`config.mk`:
```
export PLATFORM = sky130hd
export DESIGN_NAME = operand_bus_arbiter
export DESIGN_NICKNAME = d
export VERILOG_FILES = /design/src/rtl/operand_bus_arbiter.sv
export SDC_FILE = /design/constraint.sdc
export NUM_CORES = 1
export LEC_CHECK = 0
export BUFFER_PORTS_ARGS = -buffer_cell sky130_fd_sc_hd__buf_2
export CORE_AREA = 2 2 69 71
export DETAILED_ROUTE_END_ITERATION = 6
export DIE_AREA = 0 0 71 73
export GPL_TIMING_DRIVEN = 0
export PLACE_DENSITY = 0.86
export SYNTH_ARGS = -nofsm -noshare
export SYNTH_HDL_FRONTEND = slang
export SYNTH_SLANG_ARGS = --single-unit
```
`constraint.sdc`:
```
create_clock -name clk -period 2.2 [get_ports clk]
set_input_delay 0.22 -clock clk [delete_from_list [all_inputs] [get_ports clk]]
set_output_delay 0.22 -clock clk [all_outputs]
set_load 0.1 [all_outputs]
```
`src/rtl/operand_bus_arbiter.sv`:
```
// operand_bus_arbiter: round-robin arbiter with locked bursts that shares one VPU lane operand path between requesters A and B
// Ports:
//   clk, rst                     clock and asynchronous active-high reset
//   a_valid/a_data/a_lock/a_ready  requester A (source 0) beat, lock request, accept
//   b_valid/b_data/b_lock/b_ready  requester B (source 1) beat, lock request, accept
//   out_valid/out_data/out_sel     registered winning beat and its source (0 = A, 1 = B)
//   out_ready                      consumer accepts the output beat
//   busy                           ownership held or output register occupied
module operand_bus_arbiter #(
    parameter int DATA_W    = 32,
    parameter int MAX_BURST = 4,
    parameter int CNT_W     = 4
) (
    input  logic              clk,
    input  logic              rst,
    input  logic              a_valid,
    input  logic [DATA_W-1:0] a_data,
    input  logic              a_lock,
    output logic              a_ready,
    input  logic              b_valid,
    input  logic [DATA_W-1:0] b_data,
    input  logic              b_lock,
    output logic              b_ready,
    output logic              out_valid,
    output logic [DATA_W-1:0] out_data,
    output logic              out_sel,
    input  logic              out_ready,
    output logic              busy
);
    typedef enum logic [1:0] {IDLE, OWN_A, OWN_B} state_t;
    state_t            state_q, state_d;
    logic [CNT_W-1:0]  cnt_q, cnt_d;
    logic              last_sel_q, last_sel_d;
    logic              out_valid_q, out_valid_d;
    logic [DATA_W-1:0] out_data_q, out_data_d;
    logic              out_sel_q, out_sel_d;
    logic              gnt_a, gnt_b, ld, xfer, xsel, xlock, own_lock, can_lock;
    logic [CNT_W:0]    cnt_inc;
    // in IDLE a tie goes to the requester that did not win last time
    assign gnt_a    = (state_q == OWN_A) || (state_q == IDLE && a_valid && (!b_valid || last_sel_q));
    assign gnt_b    = (state_q == OWN_B) || (state_q == IDLE && b_valid && (!a_valid || !last_sel_q));
    assign ld       = !out_valid_q || out_ready;
    assign a_ready  = gnt_a && a_valid && ld;
    assign b_ready  = gnt_b && b_valid && ld;
    assign xfer     = a_ready || b_ready;
    assign xsel     = b_ready;
    assign xlock    = xsel ? b_lock : a_lock;
    assign own_lock = (state_q == OWN_B) ? b_lock : a_lock;
    // one extra bit so the cap comparison can never wrap
    assign cnt_inc  = {1'b0, cnt_q} + (CNT_W+1)'(1);
    assign can_lock = cnt_inc < (CNT_W+1)'(MAX_BURST);
    always_comb begin
        state_d     = state_q;
        cnt_d       = cnt_q;
        last_sel_d  = last_sel_q;
        out_valid_d = out_valid_q;
        out_data_d  = out_data_q;
        out_sel_d   = out_sel_q;
        if (xfer) begin
            out_valid_d = 1'b1;
            out_data_d  = xsel ? b_data : a_data;
            out_sel_d   = xsel;
            if (xlock && can_lock) begin
                state_d = xsel ? OWN_B : OWN_A;
                cnt_d   = cnt_inc[CNT_W-1:0];
            end else begin
                state_d    = IDLE;
                cnt_d      = '0;
                last_sel_d = xsel;
            end
        end else if (ld) begin
            // ownership is only released when the output stage is not stalled
            out_valid_d = 1'b0;
            if (state_q != IDLE && !own_lock) begin
                state_d    = IDLE;
                cnt_d      = '0;
                last_sel_d = (state_q == OWN_B);
            end
        end
    end
    always_ff @(posedge clk or posedge rst) begin
        if (rst) begin
            state_q     <= IDLE;
            cnt_q       <= '0;
            last_sel_q  <= 1'b1;
            out_valid_q <= 1'b0;
            out_data_q  <= '0;
            out_sel_q   <= 1'b0;
        end else begin
            state_q     <= state_d;
            cnt_q       <= cnt_d;
            last_sel_q  <= last_sel_d;
            out_valid_q <= out_valid_d;
            out_data_q  <= out_data_d;
            out_sel_q   <= out_sel_d;
        end
    end
    assign out_valid = out_valid_q;
    assign out_data  = out_data_q;
    assign out_sel   = out_sel_q;
    assign busy      = (state_q != IDLE) || out_valid_q;
endmodule

```
==> results.md, run 1 <==
- Final worst clock skew: 0.00607 ns
- Initial antenna violation count: 0
- Final Critical Period: 2.12 ns
- Gates resized, CTS repair: 2
- Clock tree from TritonCTS: yes
- Critical R2R Capture: out_data[7]$_DFFE_PP0P_
- DP Wirelength: 3550 um
- Die W: just over 70 um
- Post-route DRC: 0
- Final setup violation count: 0
- Number of nets in the synthesized netlist: 265
- Netlist area before placement: 1910 um2
- Worst reg-to-reg path cell count: 6
- Average wire per standard cell: 13.1 um
- Flip-flop and latch count after synthesis: 41
- Area of the die: between 5000 and 6000 um2
- Worst setup slack for register-to-register paths: 0.41 ns
- Total grt overflow: 0
- Period utilization: 0.962
- First-pass GRT wire length: around 7800 um
- Layout Area Growth over Synthesis: 38.7%
- Clock Root Buffer: clkbuf_8
- Tightest Hold Check Type: primary input to async pin
- Max-cap check violation count: 0
- Total length of routed wires: 4740 um
- Maximum achievable frequency: 472 MHz
- Maximum number of pins on one net before global-route repair: 42
- Sequential fraction of the synthesis area: 0.539
- Antenna-violating nets left: 0
- Via count of the first global-routing pass: 1764
- Count of hold-fix buffers inserted at cts: 0
- Status: completed
- Slew Viols, Final: 0
- Count of TritonRoute iterations in the first routing pass: 4
- Setup_tns: 0 ns
- Arrival time reported for the critical path endpoint: 1.90 ns
- Worst-margin pin slew: 0.836 ns
- Clock Path Buffers: 2
- Synthesized area per cell: 9.88 um2
- Max-slew headroom at the worst pin: 0.442
- Reg2Reg Launch Point: out_valid$_DFFE_PP0P_
- Final weighted congestion of routability-driven global placement: 0.852
- Total setup buffers inserted after CTS: 0
- Number of warnings issued by yosys: 0
- Effective utilization at floorplan: 0.420
- Clock latency of the later-clocked register in the worst-skew pair: just under 0.3 ns
- I/O pin count: 108
- Synth Instances: 193
- Crit path capture type: primary output
- Fraction of final layout cells sized beyond drive strength 1: 0.461
- Kind of critical path: flip-flop to primary output
- Floorplan die height: 73 um
- Net count reported at finish: 379
- Netlist cell types: 34
- Required time reported for the critical path endpoint: 1.98 ns
- Level count of the clock H-tree: 2
- Inserted Clock Buffers: 5
- Final number of hold-violating endpoints: 0
- Number of vias in the routed layout: 1812
- Clock sinks: 41
- Clock transition at the registers of the reported paths: 0.08 ns
- Core area: 4540 um2
- Combined global-route utilization of all metal layers: 0.191
- Drt via density: about 5
- Number of I/O port buffers: 107
- CP Launch Type: flip-flop
- Ant. Diodes: 0
- RSZ-0062 raised after global routing: false
- Critical Path Fanout Max: 8
- Number of placement rows: 25
- Number of DRC markers after the initial detailed-route iteration: 57
==> cells in the final DEF, fill, tap and decap left out, types with 2 or more instances in the layout <==
cell / count
buf_2: 109
nor2_1: 64
dfrtp_1: 39
o22ai_1: 22
o22ai_2: 9
nand2_1: 6
clkbuf_8: 6
buf_6: 4
clkbuf_1: 4
o21ai_0: 3
and2_1: 3
a21oi_1: 3
nand2b_1: 2
or3_1: 2
clkinvlp_4: 2
nor3b_1: 2
nand3b_1: 2
a32o_1: 2
buf_4: 2
==> metrics by stage <==
stage                     cell area [um2]  hold slack (ns)  utilization  instances  setup slack [ns]
after floorplan                      1920            0.337            -        193            0.0592
after global placement               2520            0.428        0.556        354             0.271
after detailed placement             2520            0.436        0.556        354             0.263
after CTS                            2650            0.123        0.583        362            0.0737
after global routing                 2650            0.135        0.583        362           0.00274
final                                2650           0.0929        0.583        362            0.0825
==> kinds of logic (layout without fill, tap and decap cells) <==
logic type | count (synthesis) | after routing | synth area share
buffers and inverters | 15 | 130 | 0.0479
multiplexers | 2 | 2 | 0.0112
AO/OA/AOI/OAI | 44 | 44 | 0.179
AND/OR/NAND/NOR | 90 | 90 | 0.217
flip-flops | 41 | 41 | 0.539
adder cells (fa/ha/maj) | 1 | 1 | 0.00656
==> critical path, cell delays in order (launching register included) <==
cell and delay [ns]:
dfrtp_1 0.46, and3b_1 0.22, or3_1 0.38, buf_6 0.15, clkinvlp_4 0.10, buf_4 0.30
==> state kept, by name (all words and copies together), names as in the netlist <==
name,count
cnt_q,4
last_sel_q,1
out_data,32
out_sel,1
out_valid,1
state_q,2
==> worst max path at each step <==
stage	startpoint	endpoint	slack [ns]	cells after the start
after floorplan	out_valid$_DFFE_PP0P_	state_q[0]$_DFFE_PP0P_	0.06	5
after global placement	out_valid$_DFFE_PP0P_	b_ready	0.27	5
after detailed placement	out_valid$_DFFE_PP0P_	a_ready	0.26	5
after CTS	out_valid$_DFFE_PP0P_	a_ready	0.07	5
after global routing	state_q[1]$_DFFE_PP0P_	b_ready	0.003	5
final	state_q[1]$_DFFE_PP0P_	b_ready	0.08	5
==> synthesized netlist by cell type <==
cell	n	area [um2]
nor2_1	64	240
dfrtp_1	40	1000
o22ai_1	22	138
o22ai_2	9	113
nand2_1	6	22.5
buf_2	4	20.0
buf_6	4	45.0
inv_1	4	15.0
a21oi_1	3	15.0
and2_1	3	18.8
clkbuf_1	3	11.3
o21ai_0	3	15.0
a32o_1	2	20.0
nand2b_1	2	12.5
nand3b_1	2	15.0
nor2b_1	2	12.5
nor3b_1	2	15.0
or3_1	2	12.5
a2111oi_0	1	8.76
a22o_1	1	8.76
and3b_1	1	8.76
dfstp_2	1	26.3
ha_1	1	12.5
mux2_2	1	11.3
mux2i_1	1	10.0
nand2b_4	1	13.8
nand3_1	1	5.00
nor4b_2	1	15.0
o211ai_1	1	7.51
o21a_1	1	7.51
o32ai_1	1	8.76
or2_2	1	6.26
or3_2	1	7.51
or4_1	1	7.51
==> layout make-up <==
class	count	area (um2)
clock inverter	1	30.0
sequential	41	1030
tap	54	67.6
fill	406	1890
timing repair buffer	107	541
buffer	11	76.3
clock buffer	7	86.3
inverter	4	22.5
multi-input combinational	137	791
==> layer usage <==
layer	vias up	wire, um	global-route usage
met5	-	0	0
li1	900	-	-
met4	0	8	0.0461
met1	836	1950	0.220
met3	2	348	0.0525
met2	74	2430	0.354
Power of run 1 is left out: the tool's default activity adds up to more than one toggle a clock period on the data nets, which glitch-free logic cannot reach.
==> inputs of run 2 (changes only) <==
ABC_AREA = 1   (was unset)
PLACE_DENSITY = 0.85   (was 0.86)
==> results.md, run 2 <==
- Sequential fraction of the synthesis area: 0.550 (was 0.539)
- Most repeated cell in the gate-level netlist after synthesis: nor2_1 (unchanged)
- Area used by sequential logic in the layout: 1030 um2 (about the same)
- Gates resized, CTS repair: 0 (was 2)
- Count of hold-fix buffers inserted at cts: 0 (unchanged)
- Initial antenna violation count: 0 (unchanged)
- Number of enable flip-flop cells after synthesis: 0 (unchanged)
- Synth cell count leaders: nor2_1, dfrtp_1, o22ai_1 (unchanged)
- Area share of the largest cell type after synthesis: 0.536 (was 0.525)
- Netlist area before placement: 1870 um2 (was 1910 um2)
- Number of I/O port buffers: 107 (unchanged)
- RSZ-0062 raised after global routing: false (unchanged)
- Main area contributors after synthesis: dfrtp_1, nor2_1, o22ai_1 (unchanged)
- First-pass GRT wire length: 7650 um (was 7820 um)
- Number of warnings issued by yosys: 0 (unchanged)
- Number of placement rows: 25 (unchanged)
- Clock sinks: 41 (unchanged)
- Number of nets in the synthesized netlist: 280 (was 265)
- Combined global-route utilization of all metal layers: 0.190 (was 0.191)
- Antenna-violating nets left: 0 (unchanged)
- Max-cap check violation count: 0 (unchanged)
- Clock Path Buffers: 2 (unchanged)
- Worst-margin pin slew: 0.841 ns (was 0.836 ns)
- Arrival time reported for the critical path endpoint: 1.74 ns (was 1.90 ns)
- Net count reported at finish: 394 (was 379)
- Kind of critical path: flip-flop to primary output (unchanged)
- Level count of the clock H-tree: 2 (unchanged)
- Clock tree from TritonCTS: yes (unchanged)
- Total grt overflow: 0 (unchanged)
- Number of vias in the routed layout: 1843 (was 1812)
- Core area: 4540 um2 (unchanged)
- Via count of the first global-routing pass: 1655 (was 1764)
- Drt via density: 4.89 (was 5.01)
- Tightest Hold Check Type: primary input to async pin (unchanged)
- Clock Root Buffer: clkbuf_8 (unchanged)
- Total setup buffers inserted after CTS: 0 (unchanged)
- Setup_tns: 0 ns (unchanged)
- I/O pin count: 108 (unchanged)
- Proportion of synthesized flip-flops having asynchronous set or reset: 1.00 (unchanged)
- Netlist cell types: 20 (was 34)
- Crit path capture type: primary output (unchanged)
- Final weighted congestion of routability-driven global placement: 0.784 (was 0.852)
- Floorplan die height: 73 um (unchanged)
- Inserted Clock Buffers: 5 (unchanged)
- Post-route cell area: 2590 um2 (was 2650 um2)
- Number of fill cells: 404 (was 406)
- Placement-stage cell area: 2470 um2 (was 2520 um2)
- Effective utilization at floorplan: 0.412 (was 0.420)
- Top cell type by total area after synthesis: dfrtp_1 (unchanged)
- Synth Instances: 208 (was 193)
- Max-slew headroom at the worst pin: 0.439 (was 0.442)
- Final number of hold-violating endpoints: 0 (unchanged)
- Area taken by multi-input logic gates: 687 um2 (was 791 um2)
- DP Wirelength: 3680 um (was 3550 um)
- Layout Area Growth over Synthesis: 38.6% (was 38.7%)
- Die W: 71 um (unchanged)
- Fraction of final layout cells sized beyond drive strength 1: 0.418 (was 0.461)
- Flip-flop and latch count after synthesis: 41 (unchanged)
- Critical Path Fanout Max: 10 (was 8)
- Final design utilization: 0.571 (was 0.583)
- Count of TritonRoute iterations in the first routing pass: 4 (unchanged)
- Most frequent cells in the layout: buf_2, nor2_1, dfrtp_1 (unchanged)
- Synthesized area per cell: 8.98 um2 (was 9.88 um2)
- Max reg flops: 32 (unchanged)
- Dominant register cell in the synthesized netlist: dfrtp_1 (unchanged)
- Final worst clock skew: 0.00827 ns (was 0.00607 ns)
- Period utilization: 0.893 (was 0.962)
- Most frequent standard cell in the layout excluding fill and tap cells: buf_2 (unchanged)
- Status: completed (unchanged)
- Ant. Diodes: 0 (unchanged)
- Average wire per standard cell: 13.0 um (was 13.1 um)
- Final Critical Period: 1.96 ns (was 2.12 ns)
- Number of DRC markers after the initial detailed-route iteration: 84 (was 57)
- Maximum achievable frequency: 509 MHz (was 472 MHz)
- Final setup violation count: 0 (unchanged)
- Post-route DRC: 0 (unchanged)
- Total length of routed wires: 4900 um (was 4740 um)
- CP Launch Type: flip-flop (unchanged)
- Clock transition at the registers of the reported paths: 0.08 ns (about the same)
- Area of the die: 5180 um2 (unchanged)
- Required time reported for the critical path endpoint: 1.98 ns (about the same)
- Maximum number of pins on one net before global-route repair: 42 (unchanged)
- Slew Viols, Final: 0 (unchanged)
- Clock latency of the later-clocked register in the worst-skew pair: 0.29 ns (about the same)
## run 2: cell types whose count changed after synthesis, sizes merged, moves of 3 or more
cell,delta
nand2,+15
inv,+12
nand3,+10
nor2,+5
a21oi,-3
and2,-3
clkbuf,-3
nand2b,-3
o21ai,+3
or3,-3
## run 2: routing by layer
layer,track usage,vias up,share of wire,routed length (um)
li1,-,916,-,-
met3,0.0483,5,0.070,342
met4,0.0545,0,0.012,61
met5,0,-,0,0
met1,0.248,846,0.42,2060
met2,0.315,76,0.50,2430
## run 2: worst paths after layout
kind / slack [ns] / start / depth (start not counted) / end
max: 0.24 / state_q[0]$_DFFE_PP0P_ / 5 / b_ready
min: 0.1 / rst / 2 / out_data[9]$_DFFE_PP0P_
max reg2reg: 0.74 / state_q[0]$_DFFE_PP0P_ / 7 / out_data[29]$_DFFE_PP0P_
min reg2reg: 0.48 / out_sel$_DFFE_PP0P_ / 2 / out_sel$_DFFE_PP0P_
max in group asynchronous: 1.52 / rst / 2 / out_valid$_DFFE_PP0P_
min in group clk: 0.16 / b_data[31] / 3 / out_data[31]$_DFFE_PP0P_
## run 2: critical path, stage by stage (launching register included)
cell	delay, ns
dfrtp_1	0.45
nor2_4	0.20
nand3_4	0.11
buf_6	0.16
inv_1	0.10
buf_2	0.43
## run 2: logic make-up (layout without fill, tap and decap cells)
family,Yosys count,in the layout,synth area share
and+or+nand+nor,102,102,0.236
xor gates and xnor gates,1,1,0.00469
buffers and inverters,26,141,0.0824
DFF,41,41,0.550
AOI/OAI and AO/OA,37,37,0.120
adders and majority gates,1,1,0.00670
## run 2: layout make-up
class / instances / area share
buffer: 10 / 0.0362
inverter: 16 / 0.0232
clock buffer: 7 / 0.0333
timing repair buffer: 107 / 0.207
tap: 54 / 0.0261
clock inverter: 1 / 0.0116
sequential: 41 / 0.397
multi-input combinational: 141 / 0.265
## run 2: through the flow
stage / instances / worst slack [ns] / hold slack [ns]
after floorplan: 208 / 0.178 / 0.341
after global placement: 369 / 0.368 / 0.444
after detailed placement: 369 / 0.554 / 0.457
after CTS: 377 / 0.225 / 0.137
after global routing: 377 / 0.149 / 0.158
final: 377 / 0.236 / 0.0955
Power of run 2 is left out for the same reason.
==> inputs of run 3 (changes only) <==
CAP_MARGIN = 40   (was unset)
RECOVER_POWER = 50   (was unset)
==> results.md, run 3 (synthesis results as in run 2) <==
- Status: completed (unchanged)
- Number of DRC markers after the initial detailed-route iteration: 71 (was 84)
- Net count reported at finish: 396 (was 394)
- Setup_tns: 0 ns (unchanged)
- Max-slew headroom at the worst pin: 0.219 (was 0.439)
- Number of placement rows: 25 (unchanged)
- Area used by sequential logic in the layout: 1030 um2 (unchanged)
- Effective utilization at floorplan: 0.412 (unchanged)
- Max-cap check violation count: 0 (unchanged)
- DP Wirelength: 3770 um (was 3680 um)
- Period utilization: 0.897 (was 0.893)
- Area of the die: 5180 um2 (unchanged)
- Total length of routed wires: 5050 um (was 4900 um)
- Highest metal layer used by the detailed router: met4 (unchanged)
- Area taken by multi-input logic gates: 687 um2 (unchanged)
- Wire length on met2: 2540 um (was 2430 um)
- Clock tree from TritonCTS: yes (unchanged)
- Met3 Wirelength: 298 um (was 342 um)
- Number of vias in the routed layout: 1883 (was 1843)
- Clock Path Buffers: 2 (unchanged)
- Final setup violation count: 0 (unchanged)
- RSZ-0062 raised after global routing: false (unchanged)
- Final Critical Period: 1.97 ns (was 1.96 ns)
- Placement-stage cell area: 2490 um2 (was 2470 um2)
- Inserted Clock Buffers: 5 (unchanged)
- Number of cells in the finished layout apart from fillers: 379 (was 377)
- Maximum number of pins on one net before global-route repair: 29 (was 42)
- Clock sinks: 41 (unchanged)
- Most frequent standard cell in the layout excluding fill and tap cells: buf_2 (unchanged)
- Combined global-route utilization of all metal layers: 0.195 (was 0.190)
- Layout Area Growth over Synthesis: 38.2% (was 38.6%)
- Antenna-violating nets left: 0 (unchanged)
- Slew Viols, Final: 0 (unchanged)
- Final weighted congestion of routability-driven global placement: 0.784 (unchanged)
- Clock latency of the later-clocked register in the worst-skew pair: 0.29 ns (about the same)
- I/O pin count: 108 (unchanged)
- Maximum achievable frequency: 507 MHz (was 509 MHz)
- Number of fill cells: 441 (was 404)
- Via count of the first global-routing pass: 1741 (was 1655)
- Worst-margin pin slew: 1.18 ns (was 0.841 ns)
- Final worst clock skew: 0.00935 ns (was 0.00827 ns)
- Average wire per standard cell: 13.3 um (was 13.0 um)
- Post-route DRC: 0 (unchanged)
- Core area: 4540 um2 (unchanged)
- Total grt overflow: 0 (unchanged)
- CP Launch Type: flip-flop (unchanged)
- Drt via density: 4.97 (was 4.89)
- Fraction of final layout cells sized beyond drive strength 1: 0.360 (was 0.418)
- Crit path capture type: primary output (unchanged)
- Kind of critical path: flip-flop to primary output (unchanged)
- First-pass GRT wire length: 7840 um (was 7650 um)
- M1 wire length: 2180 um (was 2060 um)
- Die W: 71 um (unchanged)
- Arrival time reported for the critical path endpoint: 1.75 ns (was 1.74 ns)
- Critical Path Fanout Max: 10 (unchanged)
- Total setup buffers inserted after CTS: 0 (unchanged)
- Required time reported for the critical path endpoint: 1.98 ns (about the same)
- Initial antenna violation count: 0 (unchanged)
- Max reg flops: 32 (unchanged)
- Level count of the clock H-tree: 2 (unchanged)
- Gates resized, CTS repair: 0 (unchanged)
- Clock Root Buffer: clkbuf_8 (unchanged)
- Clock transition at the registers of the reported paths: 0.08 ns (about the same)
- Floorplan die height: 73 um (unchanged)
- Tightest Hold Check Type: primary input to flip-flop (was primary input to async pin)
- Post-route cell area: 2580 um2 (was 2590 um2)
- Count of TritonRoute iterations in the first routing pass: 4 (unchanged)
- Number of I/O port buffers: 107 (unchanged)
- Final number of hold-violating endpoints: 0 (unchanged)
- Most frequent cells in the layout: buf_2, nor2_1, dfrtp_1 (unchanged)
- Ant. Diodes: 0 (unchanged)
- Cell count after placement: 370 (was 369)
-- run 3: layout make-up --
type	instances	area share
Tap cell	54	0.0262
Sequential cell	41	0.398
Clock buffer	7	0.0334
Multi-Input combinational cell	141	0.266
Clock inverter	1	0.0116
Timing Repair Buffer	109	0.205
Inverter	16	0.0233
Buffer	10	0.0364
-- run 3: layer usage --
metal / up-vias / track usage
met5: - / 0
met4: 0 / 0.0608
met3: 5 / 0.0525
met2: 71 / 0.341
met1: 884 / 0.235
li1: 923 / -
-- run 3: worst paths after layout --
kind / from / endpoint / slack (ns) / cells after the start
min reg2reg: last_sel_q$_DFFE_PP1P_ / last_sel_q$_DFFE_PP1P_ / 0.48 / 2
max in group asynchronous: rst / out_valid$_DFFE_PP0P_ / 0.63 / 4
min in group asynchronous: rst / out_data[12]$_DFFE_PP0P_ / 0.50 / 3
min: b_data[31] / out_data[31]$_DFFE_PP0P_ / 0.15 / 3
max: state_q[0]$_DFFE_PP0P_ / b_ready / 0.23 / 5
max reg2reg: last_sel_q$_DFFE_PP1P_ / last_sel_q$_DFFE_PP1P_ / 0.74 / 9
-- run 3: through the flow --
stage,worst slack [ns],utilization,hold WS (ns)
finish,0.226,0.569,0.151
global route,0.141,0.569,0.158
CTS,0.220,0.577,0.150
detailed placement,0.549,0.550,0.190
global placement,0.368,0.545,0.444
floorplan,0.178,-,0.341
-- run 3: timing repair --
item	in CTS	in global routing
hold buffers	1	0
endpoints found under the hold margin	13	0
endpoints found under the setup margin	0	0
-- run 3: critical path: stages (launching register included) --
cell     delay [ns]
dfrtp_1        0.45
nor2_4         0.20
nand3_4        0.11
buf_6          0.16
inv_1          0.10
buf_2          0.44
Power of run 3 is left out for the same reason.
